### src/rtl/console_pkg.sv
// Shared types and constants for the text console writer: FSM states,
// control-code values and the frame-buffer address packing.
package console_pkg;

    typedef enum logic [2:0] {
        IDLE,
        PUT,
        SCR_RD,
        SCR_WR,
        SCR_CLR,
        CLR
    } state_t;

    localparam logic [7:0] CC_BS = 8'h08;
    localparam logic [7:0] CC_LF = 8'h0A;
    localparam logic [7:0] CC_FF = 8'h0C;
    localparam logic [7:0] CC_CR = 8'h0D;

    function automatic logic [12:0] pack_adrs(input logic [6:0] x, input logic [5:0] y);
        return {y, x};
    endfunction

endpackage

### src/rtl/raster_walker.sv
// Raster-order (x,y) cell counter shared by scroll copy, scroll fill and clear.
// Rows start at a loadable value and end at a fixed last row.
module raster_walker #(
    parameter int H_SIZE   = 80,
    parameter int ROW_LAST = 59
) (
    input  logic       clk,
    input  logic       reset,
    input  logic       load,
    input  logic [5:0] load_y,
    input  logic       step,
    output logic [6:0] x,
    output logic [5:0] y,
    output logic       last
);

    localparam logic [6:0] X_LAST = 7'(H_SIZE - 1);
    localparam logic [5:0] Y_LAST = 6'(ROW_LAST);

    always_ff @(posedge clk) begin
        if (reset) begin
            x <= '0;
            y <= '0;
        end else if (load) begin
            x <= '0;
            y <= load_y;
        end else if (step) begin
            if (x == X_LAST) begin
                x <= '0;
                y <= y + 6'd1;
            end else begin
                x <= x + 7'd1;
            end
        end
    end

    assign last = (x == X_LAST) && (y == Y_LAST);

endmodule

### src/rtl/text_console_writer.sv
// Character-stream terminal front end: cursor handling, control codes,
// hardware scroll-up and screen clear into port A of the text frame buffer.
module text_console_writer
    import console_pkg::*;
#(
    parameter int         H_SIZE         = 80,
    parameter int         V_SIZE         = 60,
    parameter logic [7:0] BLANK_CODE     = 8'h20,
    parameter bit         CLEAR_ON_RESET = 1'b1
) (
    input  logic        cpu_clk,
    input  logic        reset,
    input  logic [7:0]  in_char,
    input  logic        in_valid,
    output logic        in_ready,
    output logic [12:0] fb_adrs,
    output logic [7:0]  fb_data,
    output logic        fb_we,
    input  logic [7:0]  fb_q,
    output logic [6:0]  cur_x,
    output logic [5:0]  cur_y,
    output logic        busy
);

    localparam logic [6:0] X_LAST = 7'(H_SIZE - 1);
    localparam logic [5:0] Y_LAST = 6'(V_SIZE - 1);

    state_t      state, state_n;
    logic [6:0]  cx_n;
    logic [5:0]  cy_n;
    logic        we_r, we_n;
    logic [12:0] adrs_r, adrs_n;
    logic [7:0]  data_r, data_n;

    logic        w_load, w_step, w_last;
    logic [5:0]  w_load_y;
    logic [6:0]  w_x;
    logic [5:0]  w_y;

    raster_walker #(
        .H_SIZE  (H_SIZE),
        .ROW_LAST(V_SIZE - 1)
    ) u_walker (
        .clk   (cpu_clk),
        .reset (reset),
        .load  (w_load),
        .load_y(w_load_y),
        .step  (w_step),
        .x     (w_x),
        .y     (w_y),
        .last  (w_last)
    );

    always_ff @(posedge cpu_clk) begin
        if (reset) begin
            state  <= CLEAR_ON_RESET ? CLR : IDLE;
            cur_x  <= '0;
            cur_y  <= '0;
            we_r   <= 1'b0;
            adrs_r <= '0;
            data_r <= '0;
        end else begin
            state  <= state_n;
            cur_x  <= cx_n;
            cur_y  <= cy_n;
            we_r   <= we_n;
            adrs_r <= adrs_n;
            data_r <= data_n;
        end
    end

    // Glyph writes are registered at the accept edge; fill writes are
    // registered one cycle behind the walker, so a fill finishes in IDLE.
    always_comb begin
        state_n  = state;
        cx_n     = cur_x;
        cy_n     = cur_y;
        we_n     = 1'b0;
        adrs_n   = adrs_r;
        data_n   = data_r;
        w_load   = 1'b0;
        w_load_y = '0;
        w_step   = 1'b0;
        case (state)
            IDLE: begin
                if (in_valid) begin
                    case (in_char)
                        CC_CR: cx_n = '0;
                        CC_BS: begin
                            if (cur_x != '0) cx_n = cur_x - 7'd1;
                        end
                        CC_LF: begin
                            cx_n = '0;
                            if (cur_y != Y_LAST) begin
                                cy_n = cur_y + 6'd1;
                            end else begin
                                state_n  = SCR_RD;
                                w_load   = 1'b1;
                                w_load_y = 6'd1;
                            end
                        end
                        CC_FF: begin
                            cx_n    = '0;
                            cy_n    = '0;
                            state_n = CLR;
                            w_load  = 1'b1;
                        end
                        default: begin
                            state_n = PUT;
                            we_n    = 1'b1;
                            adrs_n  = pack_adrs(cur_x, cur_y);
                            data_n  = in_char;
                        end
                    endcase
                end
            end
            PUT: begin
                state_n = IDLE;
                if (cur_x != X_LAST) begin
                    cx_n = cur_x + 7'd1;
                end else begin
                    cx_n = '0;
                    if (cur_y != Y_LAST) begin
                        cy_n = cur_y + 6'd1;
                    end else begin
                        state_n  = SCR_RD;
                        w_load   = 1'b1;
                        w_load_y = 6'd1;
                    end
                end
            end
            SCR_RD: state_n = SCR_WR;
            SCR_WR: begin
                adrs_n = pack_adrs(w_x, w_y - 6'd1);
                data_n = fb_q;
                if (w_last) begin
                    state_n  = SCR_CLR;
                    w_load   = 1'b1;
                    w_load_y = Y_LAST;
                end else begin
                    state_n = SCR_RD;
                    w_step  = 1'b1;
                end
            end
            SCR_CLR, CLR: begin
                we_n   = 1'b1;
                adrs_n = pack_adrs(w_x, w_y);
                data_n = BLANK_CODE;
                if (w_last) state_n = IDLE;
                else        w_step  = 1'b1;
            end
            default: state_n = IDLE;
        endcase
    end

    // Scroll copy drives the port straight from the walker so the read
    // data returning in SCR_WR can be written back in the same cycle.
    always_comb begin
        fb_we   = we_r;
        fb_adrs = adrs_r;
        fb_data = data_r;
        if (state == SCR_RD) begin
            fb_adrs = pack_adrs(w_x, w_y);
        end else if (state == SCR_WR) begin
            fb_we   = 1'b1;
            fb_adrs = pack_adrs(w_x, w_y - 6'd1);
            fb_data = fb_q;
        end
    end

    assign in_ready = (state == IDLE);
    assign busy     = (state != IDLE);

endmodule

### config.mk
export PLATFORM = sky130hd
export DESIGN_NAME = text_console_writer
export DESIGN_NICKNAME = d
export VERILOG_FILES = /design/src/rtl/console_pkg.sv /design/src/rtl/raster_walker.sv /design/src/rtl/text_console_writer.sv
export SDC_FILE = /design/constraint.sdc
export NUM_CORES = 1
export LEC_CHECK = 0
export CAP_MARGIN = 20
export CORE_MARGIN = 10
export CORE_UTILIZATION = 44
export CTS_CLUSTER_DIAMETER = 50
export DETAILED_ROUTE_END_ITERATION = 6
export GPL_TIMING_DRIVEN = 0
export PLACE_DENSITY = 0.68
export SETUP_SLACK_MARGIN = 0.4
export SYNTH_ARGS = -nofsm -noshare
export SYNTH_HDL_FRONTEND = slang
export SYNTH_SLANG_ARGS = --single-unit
### constraint.sdc
create_clock -name cpu_clk -period 4 [get_ports cpu_clk]
set_clock_uncertainty 0.05 [all_clocks]
set_input_delay 0.4 -clock cpu_clk [delete_from_list [all_inputs] [get_ports cpu_clk]]
set_output_delay 0.4 -clock cpu_clk [all_outputs]
set_load 0.05 [all_outputs]
; ---- Yosys cells after proc, flatten, opt, wreduce, memory -nomap -nowiden
; Index checks and enable logic that the tools add are counted.
[classes]
addsub = 6
n_eq_ne = 22
mux = 51
reduce_logical = 19
[ops]
columns = cell, n
row1 = $mux 13, 4
row2 = $mux 6, 8
row3 = $pmux 13 s3, 1
row4 = $eq 8x4->1 const B, 4
row5 = $mux 8, 4
row6 = $mux 7, 4
row7 = $pmux 7 s2, 2
row8 = $pmux 6 s2, 2
row9 = $pmux 8 s3, 1
row10 = $pmux 6 s3, 1
row11 = $pmux 3 s5, 1
row12 = $add 7x1->7 const B, 2
row13 = $mux 1, 13
row14 = $add 6x1->6 const B, 2
row15 = $mux 3, 4
row16 = $reduce_and 4->1, 3
row17 = $pmux 3 s3, 1
row18 = $ne 2x2->1 const B, 4
row19 = $eq 7x7->1 const B, 1
row20 = $ne 7x7->1 const B, 1
row21 = $reduce_bool 7->1, 1
row22 = $sub 7x1->7 const B, 1
row23 = $eq 3x2->1 const B, 2
row24 = $eq 3x3->1 const B, 2
row25 = 20 further kinds, 29
[totals]
regBits = 51
output_inout_bits = 37

; ---- Depth between registers and ports, before layout
[logic_depth]
depth_word = 7
depth_mapped = 8

; ---- By module
; A second synthesis with hierarchy kept.
[hier_totals]
hier_cells = 446
area_unflattened_um2 = 3484.6
[modules_own_cells]
columns = mod, instances, cells_each, area_each_um2
row1 = text_console_writer, 1, 368, 2785.2
row2 = raster_walker, 1, 78, 699.4

; ---- Least setup slack after synthesis
; No wires, ideal clock.
[synth_path]
path_kind = register -> output
start = reg u_walker.y[0]
end = out fb_adrs[11]
arrival_time_ns = 2.329
path_slack_ns = 1.221
path_stages_with_launch = 8
path_buffers = 1
path_cell_list = dfxtp_1 > clkbuf_1 > inv_1 > ha_1 > nor3b_1 > nand2_1 > xor2_1 > o21ai_0
[synth_via]
elab_chain_cells = 3
[synth_rtl]
columns = item, line_no
row1 = from (decl), raster_walker.sv:13  ; output logic [5:0] y,
row2 = from (signal assigned), raster_walker.sv:26  ; y <= load_y;
row3 = from (signal assigned), raster_walker.sv:30  ; y <= y + 6'd1;
row4 = $sub 6x1->6, text_console_writer.sv:166  ; fb_adrs = pack_adrs(w_x, w_y - 6'd1);
row5 = $mux 13, text_console_writer.sv:164  ; end else if (state == SCR_WR) begin
row6 = $mux 13, text_console_writer.sv:162  ; if (state == SCR_RD) begin
row7 = to (decl), text_console_writer.sv:16  ; output logic [12:0] fb_adrs,
; No other way between the ends.

; ---- Final worst setup path
[layout_path]
start = reg state[0]
end = out fb_data[6]
[layout_via]
elab_chain_cells = 3
[layout_rtl]
columns = item, line_no
row1 = from (decl), text_console_writer.sv:28  ; state_t state, state_n;
row2 = from (signal assigned), text_console_writer.sv:56  ; state <= CLEAR_ON_RESET ? CLR : IDLE;
row3 = from (signal assigned), text_console_writer.sv:63  ; state <= state_n;
row4 = $eq 3x2->1, text_console_writer.sv:164
row5 = $mux 8, text_console_writer.sv:164
row6 = $mux 8 (*), text_console_writer.sv:162
row7 = to (decl), text_console_writer.sv:17  ; output logic [7:0] fb_data,
; Mark *: on every way between the ends. The rest lies on a longest branch, timed or not.

==> flow_metrics.env <==
export IMPL_status="finished, final reports clean"
export IMPL_synth_area_leaders="dfxtp_1 31%, nand2_1 6.3%, mux2_2 5.5%"
export IMPL_cts_setup_buffers=0
export IMPL_grt_pass1_wl_mm=16.6
export IMPL_critPathArrivalTime_ns=2.86
export IMPL_final_nets=509
export IMPL_num_io_pins=56
export IMPL_track_usage=0.174
export IMPL_initialDrtViolationCount=253
export IMPL_cts_made_buffers=5
export IMPL_synth_distinct_cells=60
export IMPL_tightestPinTransition_ns=0.726
export IMPL_coreArea_sq_mm=0.00725
export IMPL_r2r_cells=8
export IMPL_synth_seq_area_share=0.311
export IMPL_cts_hold_buf=0
export IMPL_fin_area_sq_mm=0.00406
export IMPL_cts_buffer_depth=2
export IMPL_syn_num_nets=447
export IMPL_die_area_sq_mm=0.0113
export IMPL_reg2reg_to="data_r[2]"
export IMPL_maxCapViolations=0
export IMPL_grt_max_degree=15
export IMPL_wirelength_mm=10.1
export IMPL_power_w=0.000924
export IMPL_synth_seq_cells=51
export IMPL_mostFrequentLayoutCells="55 x nand2_1, 55 x clkdlybuf4s50_1, 51 x dfxtp_1"
export IMPL_period_minus_slack_ns=3.31
export IMPL_hp_class="register to register"
export IMPL_die_h_um=106
export IMPL_rsz0062_at_grt="no"
export IMPL_slew_viol_final=0
export IMPL_fillCellCount=705
export IMPL_clk_latency_ns=0.31
export IMPL_hpwl_mm=7.61
export IMPL_syn_to_final_growth_pct=23.6
export IMPL_startpoint_type="register"
export IMPL_wire_per_inst_um=17.3
export IMPL_setup_tns_ns=0
export IMPL_htreeDepth=2
export IMPL_grt_antenna_before_repair=0
export IMPL_endpoint_kind="output port"
export IMPL_synth_edff_count=0
export IMPL_drive_above_1_share=0.0847
export IMPL_critical_path_class="register to output port"
export IMPL_dr_pass1_iters=5
export IMPL_gp_congestion=0.947
export IMPL_avgSynthCellArea_sq_um=7.80
export IMPL_synthCells=421
export IMPL_hold_viol=0
export IMPL_place_area_sq_mm=0.00396
export IMPL_grt_pass1_vias=3278
export IMPL_root_buffer="clkbuf_8"
export IMPL_fmax_mhz=302
export IMPL_via_count=3406
export IMPL_cts_tree="done"
export IMPL_syn_area_sq_mm=0.00328
export IMPL_overflow=0
export IMPL_drc=0
export IMPL_diodes=0
export IMPL_synth_top_area_frac=0.311
export IMPL_multi_input_area_sq_mm=0.00211
export IMPL_port_buffer_count=55
export IMPL_yosys_warnings=0
export IMPL_cp_max_fo=10
export IMPL_setup_violations=0
export IMPL_cts_num_sinks=51
export IMPL_die_w_um=106
export IMPL_num_rows=31
export IMPL_vias_per_cell=5.84
export IMPL_synth_area_leader_cell="dfxtp_1"
export IMPL_power_density_mw_per_mm2=228
export IMPL_ant_nets=0
export IMPL_worstPathRequired_ns=3.55
export IMPL_async_flop_share=0
export IMPL_ir_drop_mv=0.117
export IMPL_period_share=0.828
export IMPL_synth_top_flop_cell="dfxtp_1"
export IMPL_relSlewSlack=0.512
export IMPL_initial_utilization=0.452
export IMPL_reg2reg_slack_ns=1.22
export IMPL_leakage_nw=1.55
export IMPL_seq_area_sq_mm=0.00102
export IMPL_clk_pin_slew_ns=0.10
export IMPL_critPathCapture="fb_data[6]"
export IMPL_crit_path_start="state[0]"
export IMPL_r2r_start="state[2]"
[worst min path at each step]
| stage | cells after the start | end | startpoint |
|---|---|---|---|
| 3_5_place_dp | 2 | adrs_r[10] | adrs_r[10] |
| 6_report | 2 | adrs_r[8] | adrs_r[8] |
| 4_1_cts | 2 | adrs_r[11] | adrs_r[11] |
| 3_3_place_gp | 2 | adrs_r[8] | adrs_r[8] |
| 2_1_floorplan | 2 | adrs_r[12] | adrs_r[12] |
| 5_1_grt | 2 | adrs_r[11] | adrs_r[11] |
[flip-flops by register name, summed over array words and instances (netlist names)]
signal	flops
adrs_r	13
data_r	8
cur_x	7
u_walker.x	7
cur_y	6
u_walker.y	6
state	3
we_r	1
[through the flow]
step | hold WS (ns) | worst slack, ns | util | cells
floorplan | 0.427 | 1.22 | - | 421
global placement | 0.440 | 0.922 | 0.545 | 575
global route | 0.477 | 0.512 | 0.559 | 583
detailed placement | 0.444 | 0.911 | 0.545 | 575
CTS | 0.458 | 0.567 | 0.559 | 583
finish | 0.453 | 0.687 | 0.559 | 583
[cells by family (layout without fill, tap and decap cells)]
| family | after synthesis | in the layout | share of synthesized area |
|---|---|---|---|
| multiplexers | 20 | 20 | 0.0671 |
| AND/OR/NAND/NOR | 169 | 169 | 0.255 |
| buffers and inverters | 41 | 104 | 0.0473 |
| AO/OA/AOI/OAI | 118 | 118 | 0.253 |
| adder cells (fa/ha/maj) | 7 | 7 | 0.0267 |
| flip-flops | 51 | 51 | 0.311 |
| XOR/XNOR | 15 | 15 | 0.0400 |
[report_power, final]
group	total, W	internal [W]	switching (W)
clock network	0.000332	0.000158	0.000173
logic	0.0000744	0.0000337	0.0000407
registers	0.000518	0.000513	0.00000478
[critical path: stages (launching register included)]
cell and delay (ns):
dfxtp_1 0.32, clkbuf_1 0.27, and3b_1 0.20, clkbuf_1 0.29
clkbuf_1 0.44, nand2_1 0.14, nand2_1 0.08, clkdlybuf4s50_1 0.81
[metal layers]
layer	vias up	track usage	wire, um
met5	-	0	0
met4	0	0.0416	82
met3	9	0.0483	790
met2	126	0.294	4660
met1	1598	0.215	4540
li1	1673	-	-
[synth_stat cells (7+ instances only)]
cell      count
clkbuf_1     25
nand2_1      55
nand3_1       8
nand4_1       7
nand2b_1      8
a21oi_1      28
dfxtp_1      51
mux2_2       16
inv_1        14
nor2_1       38
nor3_1       13
ha_1          7
a211oi_1     21
o21ai_0      21
xor2_1       11
[layout make-up]
type	instances	share of cell area
Tap cell	99	0.0305
Sequential cell	51	0.252
Clock buffer	8	0.0247
Timing Repair Buffer	55	0.136
Inverter	14	0.0130
Buffer	27	0.0256
Multi-Input combinational cell	329	0.519
[timing repair]
action	in CTS	in global routing
hold endpoints to repair	0	0
resized for setup	0	2
setup endpoints to repair	0	6
Power figures use the tool's default switching activity.
